File: config.mk
export PLATFORM = sky130hd
export DESIGN_NAME = systolic_tile_ctrl
export DESIGN_NICKNAME = d
export VERILOG_FILES = /design/src/rtl/systolic_tile_ctrl.sv
export SDC_FILE = /design/constraint.sdc
export NUM_CORES = 1
export LEC_CHECK = 0
export ABC_AREA = 1
export CAP_MARGIN = 10
export CORE_ASPECT_RATIO = 0.75
export CORE_MARGIN = 2
export CORE_UTILIZATION = 45
export CTS_CLUSTER_DIAMETER = 100
export DETAILED_ROUTE_END_ITERATION = 16
export DONT_BUFFER_PORTS = 1
export PLACE_DENSITY_LB_ADDON = 0.15
export SLEW_MARGIN = 40
export SYNTH_ARGS = -nofsm -noshare
export SYNTH_HDL_FRONTEND = slang
export SYNTH_SLANG_ARGS = --single-unit
File: constraint.sdc
create_clock -name clk -period 2.9 [get_ports clk]
set_clock_uncertainty 0.2 [all_clocks]
set_input_delay 0.58 -clock clk [delete_from_list [all_inputs] [get_ports clk]]
set_output_delay 0.58 -clock clk [all_outputs]
set_load 0.1 [all_outputs]
File: src/rtl/systolic_tile_ctrl.sv
// ---------------------------------------------------------------------------
// systolic_tile_ctrl
//
// Purpose:
//   Sequences one job of num_tiles tiles through an S x S systolic PE array.
//   Each tile runs through the following states:
//     FEED  : K+2S-1 cycles of skewed operand feeding.
//     WRITE : S output rows drained under ofm_ready back-pressure.
//     CLEAR : a single pe_clear cycle, after which both bases step by their
//             strides.
//   After the last tile the block pulses done and returns to IDLE.
//
// Optional feature:
//   TILE_CTRL_PERF_CNT_EN - when defined, perf_cycles counts busy cycles.
//   The count saturates and is cleared on an accepted start. When the macro
//   is undefined, perf_cycles is tied to 0.
//
// Ports:
//   clk, rst                  - clock; asynchronous active-high reset
//   start                     - one-cycle job request (honoured in IDLE only)
//   num_tiles                 - tiles per job (0 runs one tile)
//   ifm_base, ifm_stride      - first IFM address and per-tile increment
//   w_base, w_stride          - first weight address and per-tile increment
//   ofm_ready                 - downstream accepts one OFM row this cycle
//   weight_addr, ifm_addr     - memory read addresses
//   weight_in_valid,
//   ifm_in_valid              - per-lane skewed feed enables
//   psum_down_en              - partial-sum shift-down enable (WRITE)
//   ofm_in_valid              - OFM row valid (WRITE and ofm_ready)
//   pe_clear                  - accumulator clear (CLEAR)
//   busy                      - high in every state except IDLE
//   done                      - one-cycle job completion pulse
//   perf_cycles               - busy-cycle counter (see optional feature)
// ---------------------------------------------------------------------------
module systolic_tile_ctrl #(
  parameter int SYSTOLIC_SIZE = 16,
  parameter int K_DEPTH       = 27,
  parameter int W_ADDR_WIDTH  = 9,
  parameter int I_ADDR_WIDTH  = 19
) (
  input  logic                     clk,
  input  logic                     rst,
  input  logic                     start,
  input  logic [7:0]               num_tiles,
  input  logic [I_ADDR_WIDTH-1:0]  ifm_base,
  input  logic [I_ADDR_WIDTH-1:0]  ifm_stride,
  input  logic [W_ADDR_WIDTH-1:0]  w_base,
  input  logic [W_ADDR_WIDTH-1:0]  w_stride,
  input  logic                     ofm_ready,
  output logic [W_ADDR_WIDTH-1:0]  weight_addr,
  output logic [I_ADDR_WIDTH-1:0]  ifm_addr,
  output logic [SYSTOLIC_SIZE-1:0] weight_in_valid,
  output logic [SYSTOLIC_SIZE-1:0] ifm_in_valid,
  output logic                     psum_down_en,
  output logic                     ofm_in_valid,
  output logic                     pe_clear,
  output logic                     busy,
  output logic                     done,
  output logic [31:0]              perf_cycles
);

  localparam int S         = SYSTOLIC_SIZE;
  localparam int K         = K_DEPTH;
  localparam int FEED_LAST = K + 2 * S - 2;
  localparam int CW        = $clog2(FEED_LAST + 2);
  localparam int RW        = $clog2(S + 1);

  localparam logic [CW-1:0] FEED_LAST_C = CW'(FEED_LAST);
  localparam logic [CW-1:0] ADDR_LAST_C = CW'(K - 1);
  localparam logic [RW-1:0] ROW_LAST_C  = RW'(S - 1);

  typedef enum logic [2:0] {
    ST_IDLE,
    ST_FEED,
    ST_WRITE,
    ST_CLEAR,
    ST_DONE
  } state_t;

  state_t                  state_q, state_d;
  logic [CW-1:0]           feed_cnt_q, feed_cnt_d;
  logic [RW-1:0]           row_cnt_q, row_cnt_d;
  logic [7:0]              tiles_left_q, tiles_left_d;
  logic [I_ADDR_WIDTH-1:0] ifm_base_q, ifm_base_d;
  logic [I_ADDR_WIDTH-1:0] ifm_stride_q, ifm_stride_d;
  logic [W_ADDR_WIDTH-1:0] w_base_q, w_base_d;
  logic [W_ADDR_WIDTH-1:0] w_stride_q, w_stride_d;

  logic                    in_feed;
  logic [CW-1:0]           feed_off;
  logic [S-1:0]            lane_valid;

  // -------------------------------------------------------------------------
  // State and job registers
  // -------------------------------------------------------------------------
  always_ff @(posedge clk or posedge rst) begin
    if (rst) begin
      state_q      <= ST_IDLE;
      feed_cnt_q   <= '0;
      row_cnt_q    <= '0;
      tiles_left_q <= '0;
      ifm_base_q   <= '0;
      ifm_stride_q <= '0;
      w_base_q     <= '0;
      w_stride_q   <= '0;
    end else begin
      state_q      <= state_d;
      feed_cnt_q   <= feed_cnt_d;
      row_cnt_q    <= row_cnt_d;
      tiles_left_q <= tiles_left_d;
      ifm_base_q   <= ifm_base_d;
      ifm_stride_q <= ifm_stride_d;
      w_base_q     <= w_base_d;
      w_stride_q   <= w_stride_d;
    end
  end

  // -------------------------------------------------------------------------
  // Next-state logic
  // -------------------------------------------------------------------------
  always_comb begin
    state_d      = state_q;
    feed_cnt_d   = feed_cnt_q;
    row_cnt_d    = row_cnt_q;
    tiles_left_d = tiles_left_q;
    ifm_base_d   = ifm_base_q;
    ifm_stride_d = ifm_stride_q;
    w_base_d     = w_base_q;
    w_stride_d   = w_stride_q;

    case (state_q)
      ST_IDLE: begin
        if (start) begin
          ifm_base_d   = ifm_base;
          ifm_stride_d = ifm_stride;
          w_base_d     = w_base;
          w_stride_d   = w_stride;
          tiles_left_d = (num_tiles == 8'd0) ? 8'd1 : num_tiles;
          feed_cnt_d   = '0;
          row_cnt_d    = '0;
          state_d      = ST_FEED;
        end
      end

      ST_FEED: begin
        if (feed_cnt_q == FEED_LAST_C) begin
          feed_cnt_d = '0;
          state_d    = ST_WRITE;
        end else begin
          feed_cnt_d = feed_cnt_q + 1'b1;
        end
      end

      ST_WRITE: begin
        // Only rows actually taken by the consumer advance the drain.
        if (ofm_ready) begin
          if (row_cnt_q == ROW_LAST_C) begin
            row_cnt_d = '0;
            state_d   = ST_CLEAR;
          end else begin
            row_cnt_d = row_cnt_q + 1'b1;
          end
        end
      end

      ST_CLEAR: begin
        // Bases wrap naturally at their widths.
        ifm_base_d = ifm_base_q + ifm_stride_q;
        w_base_d   = w_base_q + w_stride_q;
        if (tiles_left_q <= 8'd1) begin
          tiles_left_d = 8'd0;
          state_d      = ST_DONE;
        end else begin
          tiles_left_d = tiles_left_q - 8'd1;
          state_d      = ST_FEED;
        end
      end

      ST_DONE: begin
        state_d = ST_IDLE;
      end

      default: begin
        state_d = ST_IDLE;
      end
    endcase
  end

  // -------------------------------------------------------------------------
  // Feed-side outputs
  // -------------------------------------------------------------------------
  assign in_feed = (state_q == ST_FEED);

  // The address stops at base+K-1 once every operand has been requested.
  // The skew tail then runs off the held address with its valids low.
  assign feed_off = (feed_cnt_q < ADDR_LAST_C) ? feed_cnt_q : ADDR_LAST_C;

  assign ifm_addr    = in_feed ? (ifm_base_q + I_ADDR_WIDTH'(feed_off)) : '0;
  assign weight_addr = in_feed ? (w_base_q + W_ADDR_WIDTH'(feed_off)) : '0;

  // Lane gi sees the data of read t-1 (one-cycle memory latency), delayed by
  // a further gi cycles of skew. It is therefore live for t in [gi+1, gi+K].
  generate
    for (genvar gi = 0; gi < S; gi++) begin : g_lane
      localparam logic [CW-1:0] LANE_LO = CW'(gi + 1);
      localparam logic [CW-1:0] LANE_HI = CW'(gi + K);
      assign lane_valid[gi] = in_feed &&
                              (feed_cnt_q >= LANE_LO) &&
                              (feed_cnt_q <= LANE_HI);
    end
  endgenerate

  assign ifm_in_valid    = lane_valid;
  assign weight_in_valid = lane_valid;

  // -------------------------------------------------------------------------
  // Drain / clear / status outputs
  // -------------------------------------------------------------------------
  assign psum_down_en = (state_q == ST_WRITE);
  assign ofm_in_valid = (state_q == ST_WRITE) && ofm_ready;
  assign pe_clear     = (state_q == ST_CLEAR);
  assign done         = (state_q == ST_DONE);
  assign busy         = (state_q != ST_IDLE);

  // -------------------------------------------------------------------------
  // Busy-cycle counter
  // -------------------------------------------------------------------------
`ifdef TILE_CTRL_PERF_CNT_EN
  logic [31:0] perf_q, perf_d;

  always_comb begin
    perf_d = perf_q;
    if ((state_q == ST_IDLE) && start) begin
      perf_d = '0;
    end else if (busy && (perf_q != 32'hFFFF_FFFF)) begin
      perf_d = perf_q + 32'd1;
    end
  end

  always_ff @(posedge clk or posedge rst) begin
    if (rst) begin
      perf_q <= '0;
    end else begin
      perf_q <= perf_d;
    end
  end

  assign perf_cycles = perf_q;
`else
  assign perf_cycles = 32'd0;
`endif

endmodule

==> results of run 1 <==
## through the flow
step / utilization, % / TNS (ns) / setup slack (ns) / power, mW / hold WS, ns
after floorplan: - / -9.98 / -0.513 / 1.59 / 0.246
after global placement: 61.7 / -2.80 / -0.208 / 1.64 / 0.263
after detailed placement: 61.7 / -4.28 / -0.262 / 1.65 / 0.266
after CTS: 66.7 / -10.27 / -0.480 / 2.78 / 0.00409
after global routing: 68.4 / -15.63 / -0.683 / 2.87 / 0.0313
final: 68.4 / -12.37 / -0.553 / 2.77 / -0.0158
## metal layers
metal  wire length (microns)  vias to the layer above  part of all wire, %  GRT usage, %
met5                       0                        -                    0             0
met4                     446                        0                  2.1          7.98
met1                    9510                     3228                   45          38.9
li1                        -                     3373                    -             -
met2                    9370                      286                   44          41.2
met3                    1970                       47                  9.2          5.40
## repair_timing
item / CTS / global route
pin swaps: 27 / 42
cloned: 0 / 1
buffers inserted: 17 / 14
hold endpoints to repair: 0 / 0
resized for setup: 72 / 52
endpoints found under the setup margin: 43 / 56
## state kept, by name, summed over array words and instances, names as in the netlist
signal        count
row_cnt_q         5
w_stride_q        9
state_q           3
ifm_base_q       19
feed_cnt_q        6
tiles_left_q      8
w_base_q          9
ifm_stride_q     19
## logic make-up after synthesis
group	Yosys count	synth area share (%)
compound gates	184	16.3
xor+xnor	16	2.09
fa+ha+maj	47	9.23
buf+inv	172	13.1
flops	78	29.1
other cells	1	0.0560
simple gates	470	30.1
## layout by cell type, fill, tap and decap left out, types with 9 or more instances in the layout
| master | netlist | layout |
|---|---|---|
| sky130_fd_sc_hd__inv_2 | 8 | 18 |
| sky130_fd_sc_hd__nor2_1 | 113 | 71 |
| sky130_fd_sc_hd__nand4_1 | 12 | 12 |
| sky130_fd_sc_hd__nand2_4 | 2 | 11 |
| sky130_fd_sc_hd__a21oi_4 | 0 | 9 |
| sky130_fd_sc_hd__nor2_2 | 4 | 11 |
| sky130_fd_sc_hd__o21ai_0 | 48 | 45 |
| sky130_fd_sc_hd__inv_1 | 90 | 74 |
| sky130_fd_sc_hd__a21oi_1 | 71 | 56 |
| sky130_fd_sc_hd__ha_1 | 43 | 35 |
| sky130_fd_sc_hd__buf_4 | 49 | 71 |
| sky130_fd_sc_hd__buf_16 | 0 | 9 |
| sky130_fd_sc_hd__buf_12 | 0 | 48 |
| sky130_fd_sc_hd__nor2_4 | 0 | 35 |
| sky130_fd_sc_hd__o22ai_1 | 9 | 9 |
| sky130_fd_sc_hd__nand3_1 | 45 | 39 |
| sky130_fd_sc_hd__dfrtp_1 | 78 | 74 |
| sky130_fd_sc_hd__buf_6 | 2 | 17 |
| sky130_fd_sc_hd__nand2_2 | 8 | 30 |
| sky130_fd_sc_hd__clkbuf_16 | 0 | 12 |
| sky130_fd_sc_hd__nand2_1 | 251 | 220 |
| sky130_fd_sc_hd__conb_1 | 1 | 34 |
## worst max path at each step
stage	end	slack [ns]	cells past startpoint
3_5_place_dp	weight_addr[6]	-0.26	16
4_1_cts	ifm_addr[4]	-0.48	16
6_report	ifm_addr[16]	-0.55	18
3_3_place_gp	ifm_addr[14]	-0.21	16
2_1_floorplan	ifm_addr[16]	-0.51	15
5_1_grt	ifm_addr[12]	-0.68	18
## final cells by class
cell class,count,share of cell area (%)
inverter,100,4.14
multi-input combinational,751,50.3
tap,200,2.52
sequential,78,19.7
timing repair buffer,149,20.4
clock buffer,11,2.35
clock inverter,5,0.593
## report_power, final
group          switching [mW]  leakage [nW]  internal, mW  total, mW
registers              0.0229         0.963          1.12       1.14
logic                   0.388          3.50         0.119      0.507
clock network           0.453         0.136         0.669       1.12
==> metrics.md, run 1 <==
| Metric | Value |
|---|---|
| End of the worst register-to-register path | `ifm_base_q[16]` |
| Final ANT Viol Nets | `0` |
| Relative area change from synthesis to final layout | `48.1%` |
| Leakage dissipation | `4.59 nW` |
| Count of input and output buffers | `0` |
| Area used by sequential logic in the layout | `0.00196 sq mm` |
| MaxCap Viol Count | `0` |
| Area share of the largest cell type after synthesis | `29.1%` |
| Initial Util | `46.2%` |
| Share of synthesized registers carrying an async set or reset | `100%` |
| Global-route wire length before repair | `33.3 mm` |
| Number of buffers inserted during clock tree synthesis | `9` |
| Final WL | `21.3 mm` |
| Proportion of layout cells with a drive suffix above 1 | `31.9%` |
| Fin area | `0.00992 sq mm` |
| Number of sinks on the clock net | `78` |
| CTS H-tree lvls | `3` |
| Maximum number of pins on one net before global-route repair | `41` |
| Max Slew Vio Count | `0` |
| Number of fillers in the final layout | `1,182` |
| Leftover overflow at the end of global routing | `0` |
| Antenna violations before repair | `0` |
| Leading post-synthesis cells by cell area | `sky130_fd_sc_hd__dfrtp_1 29%, sky130_fd_sc_hd__nand2_1 14%, sky130_fd_sc_hd__ha_1 8.0%, sky130_fd_sc_hd__nor2_1 6.3%, sky130_fd_sc_hd__buf_4 5.5%` |
| Reg-to-reg setup timing slack | `0.24 ns` |
| Run status | `finished, violations left` |
| Tightest slew margin relative to the limit | `57.2%` |
| Die footprint | `0.0159 sq mm` |
| Yosys synthesis warning count | `0` |
| Placed insts | `1,253` |
| GRT Resource Usage Total | `27.0%` |
| Vias per Instance | `5.36` |
| Min Clock Period, post-route | `3.45 ns` |
| Netlist area before placement | `0.00670 sq mm` |
| Arrival time reported for the critical path endpoint | `2.67 ns` |
| Final worst setup slack | `-0.553 ns` |
| CP Launch Point | `feed_cnt_q[2]` |
| Sequence of cells on the critical path | `inv_2 -> nand2_4 -> nor2_4 -> a21oi_4 -> inv_2 -> nor2_4 -> ha_4 -> inv_2 -> fa_2 -> inv_4 -> nand3_4 -> nand2_4 -> nand2_4 -> nand2_4 -> nand3_2 -> nand2_2 -> nor2_4 -> buf_12` |
| CTS Root Cell | `sky130_fd_sc_hd__clkbuf_16` |
| Violations in the final reports | `hold timing, setup timing` |
| Flip-flop and latch count after synthesis | `78` |
| Total of endpoints with negative setup slack in the final report | `29` |
| Netlist cell types | `54` |
| Kind of launch point of the worst setup path | `flop` |
| Post-synth EDFFs | `0` |
| Avg Synthesized Cell Area | `6.92 sq um` |
| # rows | `38` |
| Hold WC Path Type | `in2async` |
| Detailed placement HPWL | `15.9 mm` |
| TritonCTS clock tree | `built` |
| Core footprint | `0.0145 sq mm` |
| Most common cell type on the critical path | `sky130_fd_sc_hd__nand2_4` |
| Library cell with the largest summed area after synthesis | `sky130_fd_sc_hd__dfrtp_1` |
| Synthesized instance count | `968` |
| Vias after detailed routing | `6,934` |
| Top cell types by occurrence after synthesis | `251 x sky130_fd_sc_hd__nand2_1, 113 x sky130_fd_sc_hd__nor2_1, 90 x sky130_fd_sc_hd__inv_1` |
| Most common cell in the synthesized netlist | `sky130_fd_sc_hd__nand2_1` |
| Largest stage delay on the critical path | `0.43 ns` |
| Cell Area, Placed | `0.00895 sq mm` |
| Weighted congestion reported at the end of routability-driven placement | `0.931` |
| Peak clock frequency supported by timing | `290 MHz` |
| Hold Fails Final Rpt | `23` |
| Total power density per cell area | `279 mW/mm^2` |
| Clock edge transition at the registers on the reported setup and hold paths | `0.06 ns` |
| Worst path bufs/invs | `5` |
| Source of the worst register-to-register timing path | `ifm_base_q[0]` |
| Total area of multi-input combinational cells | `0.00499 sq mm` |
| Vias in the first global route | `6,556` |
| Max FO, Critical Path | `4` |
| DRC marker count from the first detailed-route iteration | `427` |
| Critical path's top delay family | `simple AND/OR/NAND/NOR gates` |
| Height of the die | `110 microns` |
| Wirelength per Cell | `16.5 microns` |
| Maximum number of buffers from clock root to sink | `2` |
| Non-filler cells in the finished layout | `1,294` |
| Critical path class | `reg2out` |
| Unrepaired setup endpoints after global routing | `true` |
| Die span in x | `145 microns` |
| Dominant register cell in the synthesized netlist | `sky130_fd_sc_hd__dfrtp_1` |
| Inserted Diodes | `0` |
| Worst-case reg-to-reg path depth | `13` |
| Number of detailed-route iterations in the first pass | `7` |
| Setup crit end kind | `primary output` |
| Share of the clock period used by the worst path | `119%` |
| Number of remaining DRC errors | `0` |
| Share of the yosys chip area belonging to registers | `29.1%` |
| Data required time at the worst endpoint | `2.12 ns` |
| Worst-Skew Late Latency | `0.34 ns` |
| Worst Tran Pin Value | `0.641 ns` |
| Final net count | `1,204` |
| Number of ports placed on the die boundary | `165` |
| Post-route worst hold slack | `-0.0158 ns` |
| Highest ir drop seen on vdd | `0.292 mV` |
| Number of buffers added to fix hold violations after cts | `0` |
| Slowest CP cell | `sky130_fd_sc_hd__dfrtp_1` |
Note: power is estimated with default switching activity, not from simulation.
==> run 2: changes to the inputs <==
--- a/config.mk
+++ b/config.mk
@@ -8,7 +8,6 @@
 export ABC_AREA = 1
 export CAP_MARGIN = 10
 export CORE_ASPECT_RATIO = 0.75
-export CORE_MARGIN = 2
 export CORE_UTILIZATION = 45
 export CTS_CLUSTER_DIAMETER = 100
 export DETAILED_ROUTE_END_ITERATION = 16
==> constraint.sdc (replaced) <==
create_clock -name clk -period 2.9 [get_ports clk]
set_clock_uncertainty 0.2 [all_clocks]
set_input_delay 0.435 -clock clk [delete_from_list [all_inputs] [get_ports clk]]
set_output_delay 0.435 -clock clk [all_outputs]
set_load 0.1 [all_outputs]
==> run 2 against run 1 <==
  * The run ends with setup timing left
  * Non-clock buffer count is 12 lower
  * Combinational power shrank 1%
  * Worst setup slack better by 0.15 ns
  * Maximum frequency rose by 4.5%
  * Core utilization decreased by 2.0 points
  * Hold slack gained 0.029 ns
  * Sequential share of layout area increased by 0.56 points
  * Routed wire length fell by 4.6%
  * Sequential power hardly changed
  * Critical path type unchanged
  * Critical endpoint unchanged
==> metrics.md, run 2 (same netlist as run 1, synthesis figures left out) <==
| Metric | Value |
|---|---|
| Run status | `finished, violations left` |
| Violations in the final reports | `setup timing` |
| Count of input and output buffers | `0` |
| Commonest non-fill, non-tap cell in the layout | `sky130_fd_sc_hd__nand2_1` |
| Total negative setup slack | `-7.66 ns` |
| Final ANT Viol Nets | `0` |
| Setup crit end kind | `primary output` |
| Met2 routed WL | `8.64 mm` |
| Vias per Instance | `5.32` |
| Share of the clock period used by the worst path | `114%` |
| Core footprint | `0.0145 sq mm` |
| Maximum number of pins on one net before global-route repair | `47` |
| Critical path class | `reg2out` |
| MaxCap Viol Count | `0` |
| Global-route wire length before repair | `33.1 mm` |
| Detailed placement HPWL | `15.5 mm` |
| Min Clock Period, post-route | `3.30 ns` |
| Worst Tran Pin Value | `0.671 ns` |
| Total power density per cell area | `308 mW/mm^2` |
| Largest stage delay on the critical path | `0.42 ns` |
| Maximum number of buffers from clock root to sink | `2` |
| Kind of launch point of the worst setup path | `flop` |
| Worst path bufs/invs | `4` |
| Max FO, Critical Path | `4` |
| Total power draw | `2.96 mW` |
| Data required time at the worst endpoint | `2.27 ns` |
| Highest ir drop seen on vdd | `0.348 mV` |
| Area used by sequential logic in the layout | `0.00195 sq mm` |
| DRC marker count from the first detailed-route iteration | `460` |
| GRT Resource Usage Total | `27.7%` |
| Number of sinks on the clock net | `78` |
| Number of ports placed on the die boundary | `165` |
| Highest-count cells in the layout ignoring fill and taps | `226 x sky130_fd_sc_hd__nand2_1, 78 x sky130_fd_sc_hd__inv_1, 78 x sky130_fd_sc_hd__dfrtp_1, 76 x sky130_fd_sc_hd__nor2_1, 73 x sky130_fd_sc_hd__buf_4` |
| Tightest slew margin relative to the limit | `54.8%` |
| Relative area change from synthesis to final layout | `43.6%` |
| Height of the die | `108 microns` |
| # rows | `38` |
| Number of buffers inserted during clock tree synthesis | `9` |
| Proportion of layout cells with a drive suffix above 1 | `29.4%` |
| Met3 wire length | `1.71 mm` |
| Inserted Diodes | `0` |
| Die footprint | `0.0154 sq mm` |
| Slowest CP cell | `sky130_fd_sc_hd__dfrtp_1` |
| Vias in the first global route | `6,368` |
| Die span in x | `143 microns` |
| Sequence of cells on the critical path | `o21bai_4 -> a21oi_2 -> inv_1 -> nor2_2 -> ha_2 -> inv_2 -> fa_2 -> inv_4 -> nand3_2 -> nand2_4 -> nand2_2 -> nand2_4 -> nand3_2 -> nand2_2 -> nor2_4 -> buf_12` |
| Final net count | `1,192` |
| Hold WC Path Type | `in2reg` |
| Total area of multi-input combinational cells | `0.00483 sq mm` |
| Number of fillers in the final layout | `1,238` |
| Biggest registers after layout | `ifm_base_q (19), ifm_stride_q (19)` |
| CTS Root Cell | `sky130_fd_sc_hd__clkbuf_16` |
| Clock edge transition at the registers on the reported setup and hold paths | `0.06 ns` |
| Number of remaining DRC errors | `0` |
| Number of detailed-route iterations in the first pass | `5` |
| Setup slack after placement | `-0.0888 ns` |
| Weighted congestion reported at the end of routability-driven placement | `0.924` |
| Met1 WL | `9.69 mm` |
| Top metal layer carrying routed signals | `met4` |
| Antenna violations before repair | `0` |
| Max Slew Vio Count | `0` |
| Non-filler cells in the finished layout | `1,282` |
| Worst-Skew Late Latency | `0.33 ns` |
| Unrepaired setup endpoints after global routing | `true` |
| Arrival time reported for the critical path endpoint | `2.67 ns` |
| Placed insts | `1,249` |
| Vias after detailed routing | `6,820` |
| Post-route worst hold slack | `0.0136 ns` |
| Final WL | `20.3 mm` |
| Peak clock frequency supported by timing | `303 MHz` |
| Critical path's top delay family | `simple AND/OR/NAND/NOR gates` |
| Leakage dissipation | `4.50 nW` |
| Initial Util | `46.2%` |
| CTS H-tree lvls | `3` |
| Final worst setup slack | `-0.403 ns` |
| Hold Fails Final Rpt | `0` |
| TritonCTS clock tree | `built` |
| Leftover overflow at the end of global routing | `0` |
| Total of endpoints with negative setup slack in the final report | `26` |
| Wirelength per Cell | `15.8 microns` |
[run 2: cell types whose count changed in the layout (fill, tap and decap cells not counted), moves of 5 or more]
cell and delta:
sky130_fd_sc_hd__a21oi_2 +6, sky130_fd_sc_hd__nand2_1 +6, sky130_fd_sc_hd__nor2_4 -5, sky130_fd_sc_hd__nor2_1 +5, sky130_fd_sc_hd__buf_6 -11
[run 2: where the power goes]
part           switching (mW)  internal, mW
Sequential             0.0234          1.12
Combinational           0.384         0.116
Clock                   0.460         0.863
Total                   0.868          2.09
[run 2: per-stage QoR]
step | area, sq um | utilization [%]
after floorplan | 7340 | -
after global placement | 8730 | 60.2
after detailed placement | 8730 | 60.2
after CTS | 9470 | 65.3
after global routing | 9620 | 66.4
final | 9620 | 66.4
[run 2: final cells by class]
type | instances | area share [%]
clock buffer | 10 | 2.48
clock inverter | 6 | 1.13
inverter | 100 | 4.11
multi-input combinational | 751 | 50.2
sequential | 78 | 20.3
tap | 200 | 2.60
timing repair buffer | 137 | 19.2
[run 2: worst register-to-register path: stages, from the launching register on]
cell and delay [ns]:
sky130_fd_sc_hd__dfrtp_1 0.41, sky130_fd_sc_hd__ha_1 0.20, sky130_fd_sc_hd__inv_1 0.08, sky130_fd_sc_hd__fa_1 0.42, sky130_fd_sc_hd__nand3b_1 0.18, sky130_fd_sc_hd__nand2_1 0.12
sky130_fd_sc_hd__a21boi_0 0.14, sky130_fd_sc_hd__o21ai_1 0.15, sky130_fd_sc_hd__buf_4 0.15, sky130_fd_sc_hd__nand2_1 0.07, sky130_fd_sc_hd__nand2_1 0.07, sky130_fd_sc_hd__nand2_1 0.06
sky130_fd_sc_hd__a21oi_2 0.16, sky130_fd_sc_hd__o21ai_0 0.09
[run 2: path summary, 6_finish.rpt]
kind	startpoint	endpoint	slack (ns)	cells past startpoint
min in group asynchronous	rst	w_base_q[5]	0.41	2
worst min-delay path	ifm_stride[9]	ifm_stride_q[9]	0.01	2
max in group asynchronous	rst	ifm_base_q[1]	1.46	3
worst min register to register	w_stride_q[6]	w_stride_q[6]	0.27	2
worst max-delay path	feed_cnt_q[5]	ifm_addr[16]	-0.40	16
worst max register to register	ifm_base_q[0]	ifm_base_q[12]	0.29	13
[run 2: routing by layer]
layer	vias to the layer above	GRT usage [%]
met5	-	0
met4	0	6.07
met3	25	5.07
met2	286	41.7
met1	3142	41.0
li1	3367	-
[run 2: repair_timing]
| item | in CTS | in global routing |
|---|---|---|
| hold endpoints to repair | 32 | 0 |
| gates resized for setup | 80 | 23 |
| hold buffers | 1 | 0 |
| buffers inserted | 11 | 10 |
| pin swaps | 32 | 28 |
| endpoints found under the setup margin | 37 | 44 |
==> edit (config.mk and constraints of run 2) <==
Encoding of `state_t`: now Gray code (3 bits for 5 states).
--- a/src/rtl/systolic_tile_ctrl.sv
+++ b/src/rtl/systolic_tile_ctrl.sv
@@ -70,11 +70,11 @@
   localparam logic [RW-1:0] ROW_LAST_C  = RW'(S - 1);
 
   typedef enum logic [2:0] {
-    ST_IDLE,
-    ST_FEED,
-    ST_WRITE,
-    ST_CLEAR,
-    ST_DONE
+    ST_IDLE  = 3'b000,
+    ST_FEED  = 3'b001,
+    ST_WRITE = 3'b011,
+    ST_CLEAR = 3'b010,
+    ST_DONE  = 3'b110
   } state_t;
 
   state_t                  state_q, state_d;
Check against the original RTL: same outputs for any inputs over 10 cycles, from zero or initial values and one cycle with rst high; not proved beyond that.
==> edit against run 2 <==
The flow finishes with violations (design-rule violations, negative setup slack); global-route usage down 0.64 points; cell area down 0.10%; worst setup slack better by 55 ps; final cell count down 0.55%; routed wire length up 0.61%; sequential cell count unchanged; non-clock buffer count down 2; area after synthesis down 0.43%.
Power is left out: the tool's default activity adds up to more than one toggle a clock period on the data nets, which glitch-free logic cannot reach.
==> edit: results (changes against run 2) <==
| Parameter | Reported | Unit | Change |
|---|---|---|---|
| Pin count of the biggest net entering global routing | 44 | - | -6.4% |
| Delay-heaviest family, CP | compound AO/OA/AOI/OAI gates | - |  |
| Global-route wire length before repair | 32100 | um | -2.8% |
| Top cells by area, synth | sky130_fd_sc_hd__dfrtp_1, sky130_fd_sc_hd__nand2_1, sky130_fd_sc_hd__ha_1, sky130_fd_sc_hd__buf_4, sky130_fd_sc_hd__inv_1 | - |  |
| Outcome | finished with violations | - |  |
| Pre-Repair DR Iteration Count | 13 | - | +8 |
| DRC Markers | 1 | - | +1 |
| Final Net Count | 1185 | - | -0.59% |
| Filler instances | 1221 | - | -1.4% |
| Vias in the first global route | 6196 | - | -2.7% |
| Proportion of layout cells with a drive suffix above 1 | 0.298 | - | +0.00377 |
| Grt met1 use | 0.405 | - | -0.00502 |
| Met2 track demand over resource in global routing | 0.399 | - | -0.0179 |
| DRC marker count from the first detailed-route iteration | 474 | - | +3.0% |
| Finish-stage setup viols | 27 | - | +3.8% |
| Slowest cell delay on critical path | 440 | ps | +20 ps |
| Arrival time at the worst endpoint | 2610 | ps | -60 ps |
| Complex-gate fraction of the synthesized area | 0.165 | - | +0.00164 |
| Number of vias in the routed layout | 6793 | - | -0.40% |
| Total routing resource utilization after global routing | 0.271 | - | -0.00644 |
| Xor and xnor fraction of the mapped netlist area | 0.0236 | - | +0.00272 |
| Sequential element share of the synthesized area | 0.293 | - | +0.00126 |
| Slew Limit Headroom | 0.504 | - | -0.0438 |
| Adder and majority gate portion of the synthesized area | 0.0927 | - | +0.000398 |
| Number of buffers added for setup after CTS | 14 | - | +3 |
| Met3 wirelength from detailed routing | 1870 | um | +9.5% |
| Setup TNS after final layout | -6050 | ps | +1600 ps |
| Slack of the critical path | -349 | ps | +54.7 ps |
| Cell with the largest stage delay on the worst path | sky130_fd_sc_hd__dfrtp_2 | - |  |
| Synth top cells by count | sky130_fd_sc_hd__nand2_1, sky130_fd_sc_hd__inv_1, sky130_fd_sc_hd__nor2_1, sky130_fd_sc_hd__dfrtp_1, sky130_fd_sc_hd__a21oi_1 | - |  |
| Std-Cell Core Area | 14500 | um2 | -0.33% |
| Violated checks | design-rule violations, negative setup slack | - |  |
edit: per-stage QoR:
stage	setup slack [ps]	std cells	area, um2
floorplan	-259	996	7360
global placement	41.3	1228	8670
detailed placement	-19.8	1228	8670
CTS	-297	1259	9320
global route	-453	1275	9610
finish	-349	1275	9610
edit: final cells by class:
cell class                      instances  area, um2  area share
Multi-Input combinational cell        746       4860       0.506
Clock inverter                          4       53.8     0.00560
Inverter                              100        387      0.0402
Tap cell                              200        250      0.0260
Sequential cell                        78       1960       0.204
Clock buffer                           12        256      0.0267
Timing Repair Buffer                  135       1850       0.192
edit: final timing paths:
| check | start | end | slack [ps] |
|---|---|---|---|
| max in group asynchronous | rst | ifm_stride_q[9] | 1440 |
| min in group asynchronous | rst | row_cnt_q[3] | 420 |
| max reg2reg | ifm_base_q[0] | ifm_base_q[14] | 150 |
| min | w_stride[3] | w_stride_q[3] | 9 |
| min reg2reg | ifm_stride_q[17] | ifm_stride_q[17] | 280 |
| max | feed_cnt_q[3] | ifm_addr[7] | -350 |
